$ cat src/rtl/video_timing_monitor.sv
// video_timing_monitor
//   Checks an incoming video timing stream (hsync/vsync/de/pixel) against a
//   fixed raster. Each phase of a frame has a required symbol, an expected
//   length and an exit symbol. Any deviation flags the phase that broke and
//   drops the monitor back to SEARCH. A frame that completes cleanly pulses
//   frame_done and publishes the sum of its active pixels.
//
// Ports
//   clk            sole clock, one pixel per rising edge
//   rst            asynchronous active-high reset
//   hsync, vsync   sync inputs, polarity set by SYNC_POL
//   de             active-high data enable
//   pixel          pixel data, valid while de is high
//   err_clear      clears err_flags (sticky error bits)
//   locked         last frame clean and no error since
//   frame_done     one-cycle pulse per clean frame
//   frame_count    number of frame_done pulses (wraps)
//   frame_checksum pixel sum of the last clean frame
//   err_flags      [0]VSYNC [1]V_BP [2]HSYNC [3]H_BP [4]ACTIVE [5]H_FP [6]V_FP [7]OVERLAP
//   err_count      number of errors, saturating
module video_timing_monitor #(
    parameter int H_ACTIVE = 1024,
    parameter int H_FP     = 24,
    parameter int H_SYNC   = 136,
    parameter int H_BP     = 160,
    parameter int V_ACTIVE = 768,
    parameter int V_FP     = 3,
    parameter int V_SYNC   = 6,
    parameter int V_BP     = 29,
    parameter int SYNC_POL = 0,
    parameter int DATA_W   = 24
) (
    input  logic              clk,
    input  logic              rst,
    input  logic              hsync,
    input  logic              vsync,
    input  logic              de,
    input  logic [DATA_W-1:0] pixel,
    input  logic              err_clear,
    output logic              locked,
    output logic              frame_done,
    output logic [15:0]       frame_count,
    output logic [31:0]       frame_checksum,
    output logic [7:0]        err_flags,
    output logic [15:0]       err_count
);

    localparam int H_TOTAL = H_ACTIVE + H_FP + H_SYNC + H_BP;

    localparam logic [23:0] LEN_VSYNC  = 24'(V_SYNC * H_TOTAL);
    localparam logic [23:0] LEN_VBP    = 24'(V_BP * H_TOTAL - H_SYNC - H_BP - H_FP);
    localparam logic [23:0] LEN_HSYNC  = 24'(H_SYNC);
    localparam logic [23:0] LEN_HBP    = 24'(H_BP);
    localparam logic [23:0] LEN_ACTIVE = 24'(H_ACTIVE);
    localparam logic [23:0] LEN_HFP    = 24'(H_FP);
    localparam logic [23:0] LEN_VFP    = 24'(H_FP + V_FP * H_TOTAL);
    localparam logic [9:0]  LAST_LINE  = 10'(V_ACTIVE);
    localparam logic        POL        = (SYNC_POL != 0);

    // State codes double as the err_flags bit index of that phase.
    localparam logic [2:0] ST_VSYNC  = 3'd0;
    localparam logic [2:0] ST_VBP    = 3'd1;
    localparam logic [2:0] ST_HSYNC  = 3'd2;
    localparam logic [2:0] ST_HBP    = 3'd3;
    localparam logic [2:0] ST_ACTIVE = 3'd4;
    localparam logic [2:0] ST_HFP    = 3'd5;
    localparam logic [2:0] ST_VFP    = 3'd6;
    localparam logic [2:0] ST_SEARCH = 3'd7;

    localparam logic [2:0] SYM_I = 3'd0;
    localparam logic [2:0] SYM_V = 3'd1;
    localparam logic [2:0] SYM_H = 3'd2;
    localparam logic [2:0] SYM_D = 3'd3;
    localparam logic [2:0] SYM_X = 3'd4;

    // Registered input samples, stored as "asserted" regardless of polarity.
    logic              hs_reg, vs_reg, de_reg;
    logic [DATA_W-1:0] pix_reg;
    logic              valid_reg;   // low only for the reset-value sample
    logic              armed_reg;   // previous live sample was not S_V

    logic [2:0]  state_reg, state_next;
    logic [23:0] cnt_reg, cnt_next;
    logic [9:0]  line_reg;
    logic [31:0] acc_reg;

    logic [2:0]  sym, req_sym, exit_sym, exit_state;
    logic [23:0] exp_len;
    logic [9:0]  line_inc;
    logic [7:0]  err_set;
    logic        exit_ok, enter_vsync, frame_ok, acc_add;
    logic [31:0] pix_ext;

    assign line_inc = line_reg + 10'd1;
    assign pix_ext  = 32'(pix_reg);

    always_comb begin
        case ({vs_reg, hs_reg, de_reg})
            3'b000:  sym = SYM_I;
            3'b100:  sym = SYM_V;
            3'b010:  sym = SYM_H;
            3'b001:  sym = SYM_D;
            default: sym = SYM_X;
        endcase
    end

    // Per-phase rule table.
    always_comb begin
        req_sym    = SYM_I;
        exit_sym   = SYM_I;
        exp_len    = 24'd1;
        exit_state = ST_SEARCH;
        case (state_reg)
            ST_VSYNC:  begin req_sym = SYM_V; exit_sym = SYM_I; exp_len = LEN_VSYNC;  exit_state = ST_VBP;    end
            ST_VBP:    begin req_sym = SYM_I; exit_sym = SYM_H; exp_len = LEN_VBP;    exit_state = ST_HSYNC;  end
            ST_HSYNC:  begin req_sym = SYM_H; exit_sym = SYM_I; exp_len = LEN_HSYNC;  exit_state = ST_HBP;    end
            ST_HBP:    begin req_sym = SYM_I; exit_sym = SYM_D; exp_len = LEN_HBP;    exit_state = ST_ACTIVE; end
            ST_ACTIVE: begin
                req_sym    = SYM_D;
                exit_sym   = SYM_I;
                exp_len    = LEN_ACTIVE;
                // The line counter advances on this exit, so test its next value.
                exit_state = (line_inc == LAST_LINE) ? ST_VFP : ST_HFP;
            end
            ST_HFP:    begin req_sym = SYM_I; exit_sym = SYM_H; exp_len = LEN_HFP;    exit_state = ST_HSYNC;  end
            ST_VFP:    begin req_sym = SYM_I; exit_sym = SYM_V; exp_len = LEN_VFP;    exit_state = ST_VSYNC;  end
            default:   begin end
        endcase
    end

    // Phase decision on the registered sample.
    always_comb begin
        state_next  = state_reg;
        cnt_next    = cnt_reg;
        err_set     = 8'h00;
        exit_ok     = 1'b0;
        enter_vsync = 1'b0;
        frame_ok    = 1'b0;
        if (valid_reg) begin
            if (state_reg == ST_SEARCH) begin
                if (sym == SYM_V && armed_reg) begin
                    state_next  = ST_VSYNC;
                    cnt_next    = 24'd1;
                    enter_vsync = 1'b1;
                end
            end else if (sym == SYM_X) begin
                err_set[7] = 1'b1;
            end else if (sym == req_sym && cnt_reg != exp_len) begin
                cnt_next = cnt_reg + 24'd1;
            end else if (sym == exit_sym && cnt_reg == exp_len) begin
                exit_ok    = 1'b1;
                state_next = exit_state;
                cnt_next   = 24'd1;
                if (state_reg == ST_VFP) begin
                    enter_vsync = 1'b1;
                    frame_ok    = 1'b1;
                end
            end else begin
                err_set[state_reg] = 1'b1;
            end
            if (err_set != 8'h00) begin
                state_next = ST_SEARCH;
                cnt_next   = 24'd0;
            end
        end
    end

    // Covers the first pixel (accepted on the HBP exit) and the rest of the line.
    assign acc_add = (sym == SYM_D) && (state_next == ST_ACTIVE);

    always_ff @(posedge clk or posedge rst) begin
        if (rst) begin
            hs_reg         <= 1'b0;
            vs_reg         <= 1'b0;
            de_reg         <= 1'b0;
            pix_reg        <= '0;
            valid_reg      <= 1'b0;
            armed_reg      <= 1'b0;
            state_reg      <= ST_SEARCH;
            cnt_reg        <= 24'd0;
            line_reg       <= 10'd0;
            acc_reg        <= 32'd0;
            locked         <= 1'b0;
            frame_done     <= 1'b0;
            frame_count    <= 16'd0;
            frame_checksum <= 32'd0;
            err_flags      <= 8'h00;
            err_count      <= 16'd0;
        end else begin
            hs_reg    <= (hsync == POL);
            vs_reg    <= (vsync == POL);
            de_reg    <= de;
            pix_reg   <= pixel;
            valid_reg <= 1'b1;
            armed_reg <= valid_reg && (sym != SYM_V);

            state_reg <= state_next;
            cnt_reg   <= cnt_next;

            if (enter_vsync) begin
                line_reg <= 10'd0;
            end else if (exit_ok && state_reg == ST_ACTIVE) begin
                line_reg <= line_inc;
            end

            if (enter_vsync) begin
                acc_reg <= 32'd0;
            end else if (acc_add) begin
                acc_reg <= acc_reg + pix_ext;
            end

            frame_done <= frame_ok;
            if (frame_ok) begin
                frame_count    <= frame_count + 16'd1;
                frame_checksum <= acc_reg;
                locked         <= 1'b1;
            end

            err_flags <= (err_clear ? 8'h00 : err_flags) | err_set;
            if (err_set != 8'h00) begin
                locked <= 1'b0;
                if (err_count != 16'hFFFF) begin
                    err_count <= err_count + 16'd1;
                end
            end
        end
    end

endmodule

$ cat config.mk
export PLATFORM = sky130hd
export DESIGN_NAME = video_timing_monitor
export DESIGN_NICKNAME = d
export VERILOG_FILES = /design/src/rtl/video_timing_monitor.sv
export SDC_FILE = /design/constraint.sdc
export NUM_CORES = 1
export LEC_CHECK = 0
export ABC_CLOCK_PERIOD_IN_PS = 5900
export BUFFER_PORTS_ARGS = -buffer_cell sky130_fd_sc_hd__buf_2
export CORE_MARGIN = 10
export CORE_UTILIZATION = 55
export DETAILED_ROUTE_END_ITERATION = 8
export GPL_TIMING_DRIVEN = 0
export PLACE_DENSITY = 0.76
export SYNTH_ARGS = -nofsm -noshare
export SYNTH_HDL_FRONTEND = slang
export SYNTH_SLANG_ARGS = --single-unit
$ cat constraint.sdc
create_clock -name clk -period 5.9 [get_ports clk]
set_input_delay 0.885 -clock clk [delete_from_list [all_inputs] [get_ports clk]]
set_output_delay 0.885 -clock clk [all_outputs]
set_load 0.1 [all_outputs]
==> flow_metrics.py <==
metrics = {
    "finish": {
        "design_area_um2": 10200,
        "final_cell_mix": "dfrtp_1 (169), buf_2 (114), nand2_1 (78), nor2_1 (65), xnor2_1 (51)",
        "diodes": 0,
        "final_util_pct": 64.6,
        "syn_to_final_growth_pct": 15.9,
        "drive_gt1_share_pct": 22.4,
        "layout_commonest_cell": "dfrtp_1",
        "fin_nets": 1009,
        "layout.cells.non_filler": 1179,
    },
    "global_route": {
        "grt_start_max_net_pins": 116,
        "antenna_found_initial": 0,
        "grt_pass1_vias": 6734,
        "grt_pass1_wl_um": 33800,
        "grt_overflow": 0,
        "grt.total_usage_pct": 19.0,
    },
    "route": {
        "drt_wl_total_um": 20000,
        "viasPerCell": 5.54,
        "ant_nets": 0,
        "drtIter0Drc": 431,
        "first_pass_iters": 5,
        "wl_per_cell_um": 17.0,
        "drc_errors": 0,
        "via_count": 6534,
    },
    "flow_run": {
        "max_cap_viol_count": 0,
    },
    "worst_setup_path": {
        "r2r_start": "state_reg[1]",
        "path_max_fanout": 10,
        "cp_data_required_time_ns": 6.21,
        "r2r_slack_ns": 2.26,
        "r2r_end": "frame_checksum[1]",
        "crit_arrival_ns": 3.95,
        "end_kind": "register",
        "critPathLaunch": "state_reg[1]",
        "worst-setup-path-type": "register to register",
        "critPathCapture": "frame_checksum[1]",
        "start_kind": "register",
        "r2r_cells": 11,
    },
    "clock_network": {
        "clockRootBuffer": "clkbuf_16",
        "cts.clk_slew.worst_paths_ns": 0.07,
        "cts.sinks": 172,
        "clk_latency_ns": 0.43,
        "numCtsBuffers": 17,
        "cts-resized-gates": 0,
        "clock_path_buffers": 2,
        "cts-hold-fix-buffers": 0,
        "htreeDepth": 4,
        "postCtsSetupBuffers": 0,
        "cts_tree": "done",
    },
    "place": {
        "placed_area_um2": 9610,
        "preCtsSetupSlack_ns": 2.32,
        "placed_cells": 1147,
        "gp_congestion": 0.943,
        "dpl.hpwl_um": 14400,
        "io_buffers": 103,
    },
    "die": {
        "io_pins": 104,
        "die-area_um2": 21400,
        "start_util_pct": 55.7,
        "core-area_um2": 15800,
        "die_width_um": 146,
        "die-height_um": 146,
        "num_rows": 46,
    },
    "synth": {
        "synth_top_cell_area_share_pct": 48.1,
        "ys_types": 80,
        "yosysWarnings": 0,
        "ys_ff_latch": 172,
        "synth_top_cell_by_area": "dfrtp_1",
        "synth_compound_area_share_pct": 10.6,
        "synth_fa_ha_area_share_pct": 4.21,
        "synth_top_family_by_area": "simple AND/OR/NAND/NOR gates",
        "synthArstFlopShare_pct": 100,
        "synth-edff-count": 0,
        "avgSynthCellArea_um2": 10.6,
        "synth_area_um2": 8790,
        "ys.flop_type": "dfrtp_1",
        "syn-num-nets": 886,
        "synth_xor_area_share_pct": 8.27,
        "synth_seq_area_share_pct": 49.0,
        "synth_area_leaders": "dfrtp_1 (48%), xnor2_1 (5.1%), mux2_2 (4.5%), ha_1 (4.0%), nand2_1 (3.3%)",
        "synth_cells": 827,
        "synth_mux_area_share_pct": 7.22,
        "synthSimpleGateAreaFrac_pct": 17.6,
    },
    "min_path": {
        "hold_path_class": "input port to asynchronous set/reset pin",
    },
    "run_status": {
        "status": "complete, no violations",
    },
    "power_and_ir_drop": {
        "power_mw": 3.59,
        "cellPowerDensity_nw_per_um2": 353,
        "ir_worst_vdd_mv": 0.232,
        "p_leak_nw": 4.98,
    },
    "timing": {
        "rsz0062_at_grt": "false",
        "finalCritPeriodShare_pct": 61.8,
        "slew_headroom_pct": 51.3,
        "fin_crit_ns": 3.64,
        "finalSetupViolCount": 0,
        "worst_pin_slew_ns": 0.729,
        "fin_ws_ns": 2.26,
        "drv_slew": 0,
        "tns_ns": 0,
        "hold_viol_final": 0,
        "hold_ws_ns": 0.472,
        "fin_worst_skew_ns": 0.0112,
        "fmax_mhz": 274,
    },
}
[final cells by class]
| type | count | area [µm²] |
|---|---|---|
| buffer | 37 | 198 |
| clock buffer | 20 | 437 |
| multi-input combinational | 599 | 4210 |
| inverter | 19 | 78.8 |
| tap | 216 | 270 |
| timing repair buffer | 104 | 543 |
| clock inverter | 12 | 139 |
| sequential | 172 | 4310 |
| fill | 1268 | 5590 |
[critical path: stages (launching register included)]
cell and delay (ns):
dfstp_2 0.51, buf_4 0.15, buf_4 0.19, buf_4 0.19, nand3b_1 0.17, o32a_1 0.21, o31a_1 0.17, or3b_4 0.45
nor4_2 0.40, buf_2 0.36, buf_2 0.35, mux2_2 0.38
[worst min path at each step]
stage	from	depth (start not counted)	to	slack (ns)
2_1_floorplan	acc_reg[30]	1	acc_reg[30]	0.45
3_3_place_gp	frame_count[15]	1	frame_count[15]	0.46
5_1_grt	err_flags[3]	2	err_flags[3]	0.49
3_5_place_dp	err_flags[3]	2	err_flags[3]	0.46
4_1_cts	rst	2	err_count[11]	0.48
6_report	rst	2	err_count[9]	0.47
[report_power, final]
group	total [mW]	internal [mW]	switching (mW)
clock network	1.10	0.630	0.466
registers	1.34	1.26	0.0728
logic	1.16	0.364	0.796
total	3.59	2.26	1.34
[synthesized netlist by cell type, types with 20 or more instances]
library cell	number
a21oi_1	25
dfrtp_1	169
ha_1	28
xor2_1	32
nand4_1	20
nand3_1	39
mux2_2	35
nor2_1	65
mux2i_1	24
nand2_1	78
xnor2_1	51
[cells by family after synthesis]
kind of cell,Yosys count
muxes,59
DFF,172
xor gates and xnor gates,83
and+or+nand+nor,298
adders and majority gates,29
other,1
buffers and inverters,56
AOI/OAI and AO/OA,129
[per-layer routing]
layer  GRT usage (%)  part of all wire (%)  vias to the layer above
met5               0                     0                        -
met2            30.6                    48                      154
met4            6.21                   2.0                        0
li1                -                     -                     3183
met3            5.19                   4.7                       27
met1            24.4                    45                     3170
Power figures use the tool's default switching activity.
